<file path="config.mk">
export PLATFORM = sky130hd
export DESIGN_NAME = mux_sel_scheduler
export DESIGN_NICKNAME = d
export VERILOG_FILES = /design/src/rtl/mux_sched_pkg.sv /design/src/rtl/mux_sel_scheduler_rr_pick.sv /design/src/rtl/mux_sel_scheduler.sv
export SDC_FILE = /design/constraint.sdc
export NUM_CORES = 1
export LEC_CHECK = 0
export CAP_MARGIN = 40
export CORE_AREA = 5 5 91 93
export DETAILED_ROUTE_END_ITERATION = 10
export DIE_AREA = 0 0 96 98
export PLACE_DENSITY = 0.81
export SYNTH_ARGS = -nofsm -noshare
export SYNTH_HDL_FRONTEND = slang
export SYNTH_SLANG_ARGS = --single-unit
</file>
<file path="constraint.sdc">
create_clock -name clk -period 4 [get_ports clk]
set_clock_uncertainty 0.05 [all_clocks]
set_input_delay 0.6 -clock clk [delete_from_list [all_inputs] [get_ports clk]]
set_output_delay 0.6 -clock clk [all_outputs]
set_load 0.1 [all_outputs]
</file>
<file path="src/rtl/mux_sched_pkg.sv">
// Purpose: shared types and defaults for the mux select scheduler.
// Latency: n/a (declarations only).
// Backpressure: n/a.
package mux_sched_pkg;

    localparam int DEFAULT_N        = 16;
    localparam int DEFAULT_MAX_HOLD = 8;

    typedef enum logic {
        IDLE  = 1'b0,
        GRANT = 1'b1
    } state_t;

endpackage

</file>
<file path="src/rtl/mux_sel_scheduler_rr_pick.sv">
// Purpose: rotating-priority search, first set req bit at or after ptr+1 (mod N).
// Latency: purely combinational, zero cycles.
// Backpressure: none; the result is recomputed every cycle from req and ptr.
//
// Ports:
//   req   - request vector, one bit per requester
//   ptr   - index of the last owner; the search starts just above it
//   found - high when any req bit is set
//   idx   - index of the picked requester (0 when found is low)
module rr_pick #(
    parameter int N     = 16,
    parameter int SEL_W = $clog2(N)
) (
    input  logic [N-1:0]     req,
    input  logic [SEL_W-1:0] ptr,
    output logic             found,
    output logic [SEL_W-1:0] idx
);

    // Walk offsets from N down to 1 so the smallest offset that hits wins.
    // N is a power of two, so truncating ptr+offset to SEL_W bits is the
    // modulo-N wrap; offset N lands back on ptr itself, which makes the
    // current owner the lowest-priority candidate.
    always_comb begin
        logic [SEL_W-1:0] j;
        found = 1'b0;
        idx   = '0;
        j     = '0;
        for (int i = N; i >= 1; i--) begin
            j = ptr + SEL_W'(i);
            if (req[j]) begin
                found = 1'b1;
                idx   = j;
            end
        end
    end

endmodule

</file>
<file path="src/rtl/mux_sel_scheduler.sv">
// Purpose: round-robin owner selection driving the select lines of a shared N:1 mux.
// Latency: 1 cycle from req sampled high to gnt/sel; 1 cycle from owner release to handover.
// Backpressure: owner holds until it drops req; other requesters simply wait (no queueing).
//
// Ports:
//   clk   - clock, all state changes on the rising edge
//   rst   - asynchronous active-high reset
//   req   - request vector
//   sel   - mux select, index of current owner (holds last owner while idle)
//   gnt   - one-hot grant, zero when no owner
//   valid - high while a grant is active
//
// Build option: define MUX_SCHED_TIMEOUT_EN to add a hold counter that
// preempts an owner after MAX_HOLD cycles when someone else is waiting.
module mux_sel_scheduler
    import mux_sched_pkg::*;
#(
    parameter int N        = DEFAULT_N,
    parameter int SEL_W    = $clog2(N),
    parameter int MAX_HOLD = DEFAULT_MAX_HOLD
) (
    input  logic             clk,
    input  logic             rst,
    input  logic [N-1:0]     req,
    output logic [SEL_W-1:0] sel,
    output logic [N-1:0]     gnt,
    output logic             valid
);

    // Elaboration-time parameter sanity checks.
    if ((N < 2) || (N > 64) || ((N & (N - 1)) != 0)) begin : g_bad_n
        $error("mux_sel_scheduler: N must be a power of two in 2..64");
    end
    if (MAX_HOLD < 1) begin : g_bad_hold
        $error("mux_sel_scheduler: MAX_HOLD must be at least 1");
    end

    state_t           state;
    state_t           state_nxt;
    logic [SEL_W-1:0] ptr;
    logic             found;
    logic [SEL_W-1:0] pick;
    logic             owner_req;
    logic             other_req;
    logic             preempt;
    logic             do_grant;
    logic             do_idle;

    rr_pick #(
        .N     (N),
        .SEL_W (SEL_W)
    ) u_pick (
        .req   (req),
        .ptr   (ptr),
        .found (found),
        .idx   (pick)
    );

    // sel always names the current owner while in GRANT.
    assign owner_req = req[sel];
    assign other_req = |(req & ~gnt);

`ifdef MUX_SCHED_TIMEOUT_EN
    localparam int CNT_W = $clog2(MAX_HOLD + 1);

    logic [CNT_W-1:0] hold_cnt;
    logic             hold_reach;

    // hold_cnt counts completed grant cycles after the granting edge, so the
    // edge at which it would reach MAX_HOLD ends exactly MAX_HOLD owned cycles.
    assign hold_reach = (int'(hold_cnt) + 1) >= MAX_HOLD;
    assign preempt    = (state == GRANT) && owner_req && hold_reach && other_req;

    always_ff @(posedge clk or posedge rst) begin
        if (rst) begin
            hold_cnt <= '0;
        end else if (do_grant) begin
            hold_cnt <= '0;
        end else if ((state == GRANT) && (int'(hold_cnt) < MAX_HOLD)) begin
            hold_cnt <= hold_cnt + 1'b1;
        end
    end
`else
    assign preempt = 1'b0;
`endif

    // State register.
    always_ff @(posedge clk or posedge rst) begin
        if (rst) begin
            state <= IDLE;
        end else begin
            state <= state_nxt;
        end
    end

    // Next-state logic.
    always_comb begin
        state_nxt = state;
        case (state)
            IDLE:    if (found) state_nxt = GRANT;
            GRANT:   if (!owner_req && !found) state_nxt = IDLE;
            default: state_nxt = IDLE;
        endcase
    end

    // Output decisions. When the owner has dropped req, any hit from the
    // picker is necessarily a different requester; on preemption the owner
    // is searched last, so the pick is also someone else.
    always_comb begin
        do_grant = 1'b0;
        do_idle  = 1'b0;
        case (state)
            IDLE:    do_grant = found;
            GRANT: begin
                do_grant = (!owner_req && found) || preempt;
                do_idle  = !owner_req && !found;
            end
            default: ;
        endcase
    end

    // Registered outputs and round-robin pointer.
    always_ff @(posedge clk or posedge rst) begin
        if (rst) begin
            ptr   <= SEL_W'(N - 1);
            sel   <= '0;
            gnt   <= '0;
            valid <= 1'b0;
        end else if (do_grant) begin
            ptr   <= pick;
            sel   <= pick;
            gnt   <= N'(1) << pick;
            valid <= 1'b1;
        end else if (do_idle) begin
            gnt   <= '0;
            valid <= 1'b0;
        end
    end

endmodule

</file>
* After elaboration in Yosys (flattened, before gate mapping)
Cells that the tools add are included.
** Storage, ports and cells
- Logic and storage cells :: 119
- Output and inout port bits :: 21
- Register bits after elaboration :: 26
- Input port bits :: 18
** Cells by class
- $add $sub $neg :: 15
- Bitwise logic cells :: 1
- Order comparisons :: 17
- Reductions and logical operators :: 5
- Multiplexer cells :: 75
- Shifts and indexed selects :: 1
** Operators with widths (count)
- less-than comparator 4 x 5 -> 1 bit (second input constant) :: 17
- binary-select mux 1 bit (select 4 bit) :: 17
- 2-to-1 mux 4 bit :: 16
- 2-to-1 mux 1 bit :: 38
- adder 4 bit (second input constant) :: 8
- 2-to-1 mux 16 bit :: 2
- adder 4 x 3 -> 4 bit (second input constant) :: 4
- left shift 1 x 4 -> 16 bit (first input constant) :: 1
- adder 4 x 2 -> 4 bit (second input constant) :: 2
- adder 4 x 1 -> 4 bit (second input constant) :: 1
- one-hot mux 1 bit (2 select lines) :: 2
- logical AND 1 bit :: 2
- logical NOT 1 bit :: 2
- nonzero test 2 bit :: 1
- NOT 1 bit :: 1

* Depth between registers and ports, before layout
- Word-level depth :: 23
- Gate-level depth with buffers :: 16
- Depth with buffers taken out :: 11

* Hierarchy
Synthesis repeated with hierarchy kept, for this count alone.
** Second synthesis, totals
- Cell total of the unflattened synthesis :: 340
- Area total of the unflattened synthesis :: 3296.9 µm²
** Modules (own cells, without submodules)
- rr_pick :: cells each 246, area an instance 2039.5 µm², instances 1, seq. area each 0.0 µm²
- mux_sel_scheduler :: cells each 94, area an instance 1257.5 µm², instances 1, seq. area each 655.6 µm²

* Least setup slack after synthesis
No wires, ideal clock.
- Path type :: register to register
- Start :: register ptr[1]
- End :: register gnt[15]
- Data required time :: 3828 ps
- Slack :: -3 ps
- Arrival :: 3831 ps
- Cell stages (with the launch flop) :: 15
- Buffers on the path :: 3
- Clock period less this slack :: 4003 ps
- Setup time :: 122 ps
- Path through :: dfstp_2 -> buf_6 -> buf_2 -> inv_1 -> ha_1 -> buf_2 -> mux4_2 -> mux2i_1 -> mux2i_1 -> o21bai_1 -> a2111oi_0 -> nor4bb_1 -> a211o_1 -> and2_1 -> a22o_1
** Between the ends
- Cells in the longest elaborated chain, start to end :: 22
- Elaborated cells between the ends (all ways) :: 87
- Those cells by class :: add/sub (15); shift (1); mux (67); reduce/logical (4)
** Ends and longest elaborated chain
- start: declaration :: RTL line mux_sel_scheduler.sv:40 : logic [SEL_W-1:0] ptr;
- start signal: assignment :: RTL line mux_sel_scheduler.sv:125 : ptr <= SEL_W'(N - 1);
- start signal: assignment :: RTL line mux_sel_scheduler.sv:130 : ptr <= pick;
- adder 4 bit or binary-select mux 1 bit (select 4 bit) (tied branches) :: RTL line mux_sel_scheduler_rr_pick.sv:30, mux_sel_scheduler_rr_pick.sv:31
- binary-select mux 1 bit (select 4 bit) or 2-to-1 mux 1 bit (tied branches) :: RTL line mux_sel_scheduler_rr_pick.sv:31 : if (req[j]) begin
- 2-to-1 mux 1 bit (not written as such) :: RTL line mux_sel_scheduler_rr_pick.sv:31
- 2-to-1 mux 1 bit (15 in a row) :: RTL line mux_sel_scheduler_rr_pick.sv:31
- logical NOT 1 bit :: RTL line mux_sel_scheduler.sv:116 : do_idle = !owner_req && !found;
- logical AND 1 bit :: RTL line mux_sel_scheduler.sv:116
- 2-to-1 mux 1 bit :: RTL line mux_sel_scheduler.sv:112 : case (state)
- nonzero test 2 bit (no line)
- end signal: assignment :: RTL line mux_sel_scheduler.sv:132 : gnt <= N'(1) << pick;
- end: declaration :: RTL line mux_sel_scheduler.sv:26 : output logic [N-1:0] gnt,
Parallel ways exist; a longest one is shown, timed or not. The select of a mux whose other input is x is not followed.
A chain may end at the register's enable or synchronous reset.

* Worst setup path in the final report
- Start :: register ptr[1]
- End :: register gnt[0]
Same word-level chain as after synthesis.

==> results.sh <==
export IMPL_worstSetupPathType="reg2reg"
export IMPL_setup_viol=0
export IMPL_clk_pin_slew_ns=0.10
export IMPL_arrival_ns=4.02
export IMPL_routedWlPerCell_um=23.3
export IMPL_ioPinCount=39
export IMPL_fmax_ghz=0.257
export IMPL_slew_headroom_pct=54.9
export IMPL_synth_nets=370
export IMPL_clockRootBuffer="clkbuf_8"
export IMPL_seqCellArea_um2=656
export IMPL_syn_inst=345
export IMPL_die_y_um=98
export IMPL_drive_above_1_share_pct=32.2
export IMPL_rows=32
export IMPL_path_max_fanout=8
export IMPL_grt_use_met3_pct=4.16
export IMPL_drt_pass1_iter_count=5
export IMPL_synth_seq_cells=26
export IMPL_cts_tree="built"
export IMPL_grt_most_used_layer="met2"
export IMPL_endpoint="gnt[0]"
export IMPL_place_area_mm2=0.00448
export IMPL_hold_violations=0
export IMPL_portBuffers=38
export IMPL_maxCapViolCount=0
export IMPL_dp_cells=511
export IMPL_fin_setup_tns_ns=0
export IMPL_drv_slew=0
export IMPL_track_usage_pct=25.3
export IMPL_layoutNonFillerInstCount=515
export IMPL_fillers=547
export IMPL_grt_use_met2_pct=42.4
export IMPL_cts_buffers=3
export IMPL_outcome="finished, final reports clean"
export IMPL_diodes=0
export IMPL_rr_endpoint="gnt[0]"
export IMPL_ys_warn_count=0
export IMPL_core_area_mm2=0.00745
export IMPL_die_w_um=96
export IMPL_via_per_inst=6.99
export IMPL_start_kind="register"
export IMPL_insertion_delay_ns=0.28
export IMPL_drcViolationCount=0
export IMPL_cts_sinks=26
export IMPL_synth_edf_count=0
export IMPL_post_cts_buffers=0
export IMPL_grt_pass1_wl_um=18900
export IMPL_crit_start="ptr[1]"
export IMPL_grt_start_max_net_pins=26
export IMPL_r2r_cells=11
export IMPL_h_tree_depth=1
export IMPL_initial_utilization_pct=48.3
export IMPL_multi_input_area_mm2=0.00278
export IMPL_vias=3601
export IMPL_drt_iter0_markers=445
export IMPL_synth_cell_types=76
export IMPL_finalWirelength_um=12000
export IMPL_fin_nets=439
export IMPL_syn_avg_cell_area_um2=10.4
export IMPL_grt_antenna_before_repair=0
export IMPL_die_area_mm2=0.00941
export IMPL_hp_class="reg2reg"
export IMPL_min_period_over_period_pct=97.3
export IMPL_clock_path_buffers=2
export IMPL_gr_total_overflow=0
export IMPL_worstMarginPinSlew_ns=0.674
export IMPL_synth_seq_area_share_pct=18.2
export IMPL_fin_crit_ns=3.89
export IMPL_ys_flop_type="dfrtp_1"
export IMPL_hp_start="gnt[1]"
export IMPL_rr_startpoint="ptr[1]"
export IMPL_grt_pass1_vias=3534
export IMPL_cts_hold_buf=0
export IMPL_hpwl_um=8540
export IMPL_final_area_mm2=0.00457
export IMPL_grtUsageMet1_pct=32.0
export IMPL_netlist_area_mm2=0.00360
export IMPL_r2r_slack_ns=0.11
export IMPL_gp_congestion=1.02
export IMPL_cp_data_required_time_ns=4.13
export IMPL_area_growth_pct=27.2
export IMPL_end_kind="register"
export IMPL_postRouteAntennaNets=0
export IMPL_async_reset_ff_share_pct=100
## state kept, by name (all words and copies together), names as in the netlist
register and cells:
gnt 16, sel 4, ptr 4, state 1, valid 1
## what timing repair did
item	in CTS	in global routing
endpoints found under the hold margin	0	0
resized for setup	0	7
endpoints found under the setup margin	0	14
## per-stage QoR
step	util [%]	hold slack [ns]	setup WS, ns
floorplan	-	0.490	0.0193
detailed placement	60.2	0.438	0.0301
global route	61.4	0.497	-0.0467
CTS	61.1	0.459	0.112
finish	61.4	0.479	0.110
global placement	55.6	0.424	0.148
## how the worst min path moves through the flow
stage,end,slack [ns],depth (start not counted)
5_1_grt,gnt[4],0.50,1
2_1_floorplan,valid,0.49,3
3_5_place_dp,gnt[3],0.44,2
3_3_place_gp,gnt[2],0.42,2
6_report,gnt[1],0.48,2
4_1_cts,gnt[3],0.46,2
## final cells by class
type,count,share of cell area (%)
timing repair buffer,80,19.3
sequential,26,14.3
inverter,16,1.31
clock buffer,3,0.903
tap,102,2.79
multi-input combinational,287,60.7
clock inverter,1,0.656
## worst max-delay path: stages, from the launching register on
cell and delay (ns):
dfstp_2 0.55, inv_1 0.05, ha_2 0.48, buf_4 0.19, mux4_1 0.41, mux4_2 0.57
o2111ai_1 0.24, nand4_1 0.14, o32ai_2 0.46, nor2b_4 0.25, nand3_2 0.13, o21ai_1 0.26
## cells in the mapped netlist (3+ instances only)
cell type  count  share of area, %
o21ai_0       13               1.8
buf_2          5              0.70
nor2b_1        4              0.70
mux2i_1       23               6.4
o221ai_1       3              0.73
clkinv_1       3              0.31
nand2_1       26               2.7
mux4_2        30                19
mux2_2        21               6.6
a22o_1        11               2.7
dfstp_2        4               2.9
o21ai_1       11               1.5
dfrtp_1       22                15
and2_1         4              0.70
buf_6          4               1.3
ha_1           7               2.4
xnor2_2        3               1.4
a211oi_1       4              0.83
nand2b_1       6               1.0
o22ai_1        4              0.70
nor2_1        22               2.3
xnor2_1        3              0.73
mux4_1         4               2.9
a21oi_1       17               2.4
clkbuf_1       3              0.31
a22oi_1        3              0.63
inv_1         11               1.1
xor2_1         3              0.73
nand3_1        6              0.83
## per-layer routing
| layer | wire length [µm] | vias to the layer above | share of wire [%] |
|---|---|---|---|
| met5 | 0 | - | 0 |
| met3 | 976 | 51 | 8.1 |
| met2 | 5890 | 247 | 49 |
| li1 | - | 1512 | - |
| met4 | 617 | 0 | 5.2 |
| met1 | 4490 | 1791 | 37 |
## kinds of logic after synthesis
logic type | Yosys count | share of synthesized area (%)
xor+xnor | 10 | 3.58
flops | 26 | 18.2
compound gates | 103 | 22.2
mux | 79 | 35.3
simple gates | 88 | 13.3
buf+inv | 32 | 5.01
fa+ha+maj | 7 | 2.43
## placed cells by master (no fill, tap or decap), types with 13 or more instances in the layout
| master | n |
|---|---|
| clkdlybuf4s50_1 | 38 |
| dfrtp_1 | 22 |
| buf_4 | 18 |
| buf_8 | 21 |
| a21oi_1 | 17 |
| mux4_2 | 30 |
| nand2_1 | 26 |
| mux2i_1 | 21 |
| mux2_2 | 21 |
| o21ai_0 | 13 |
| nor2_1 | 22 |
Power is not shown: default switching activity piles up to over one toggle a cycle in this logic, so the estimate is an artifact.
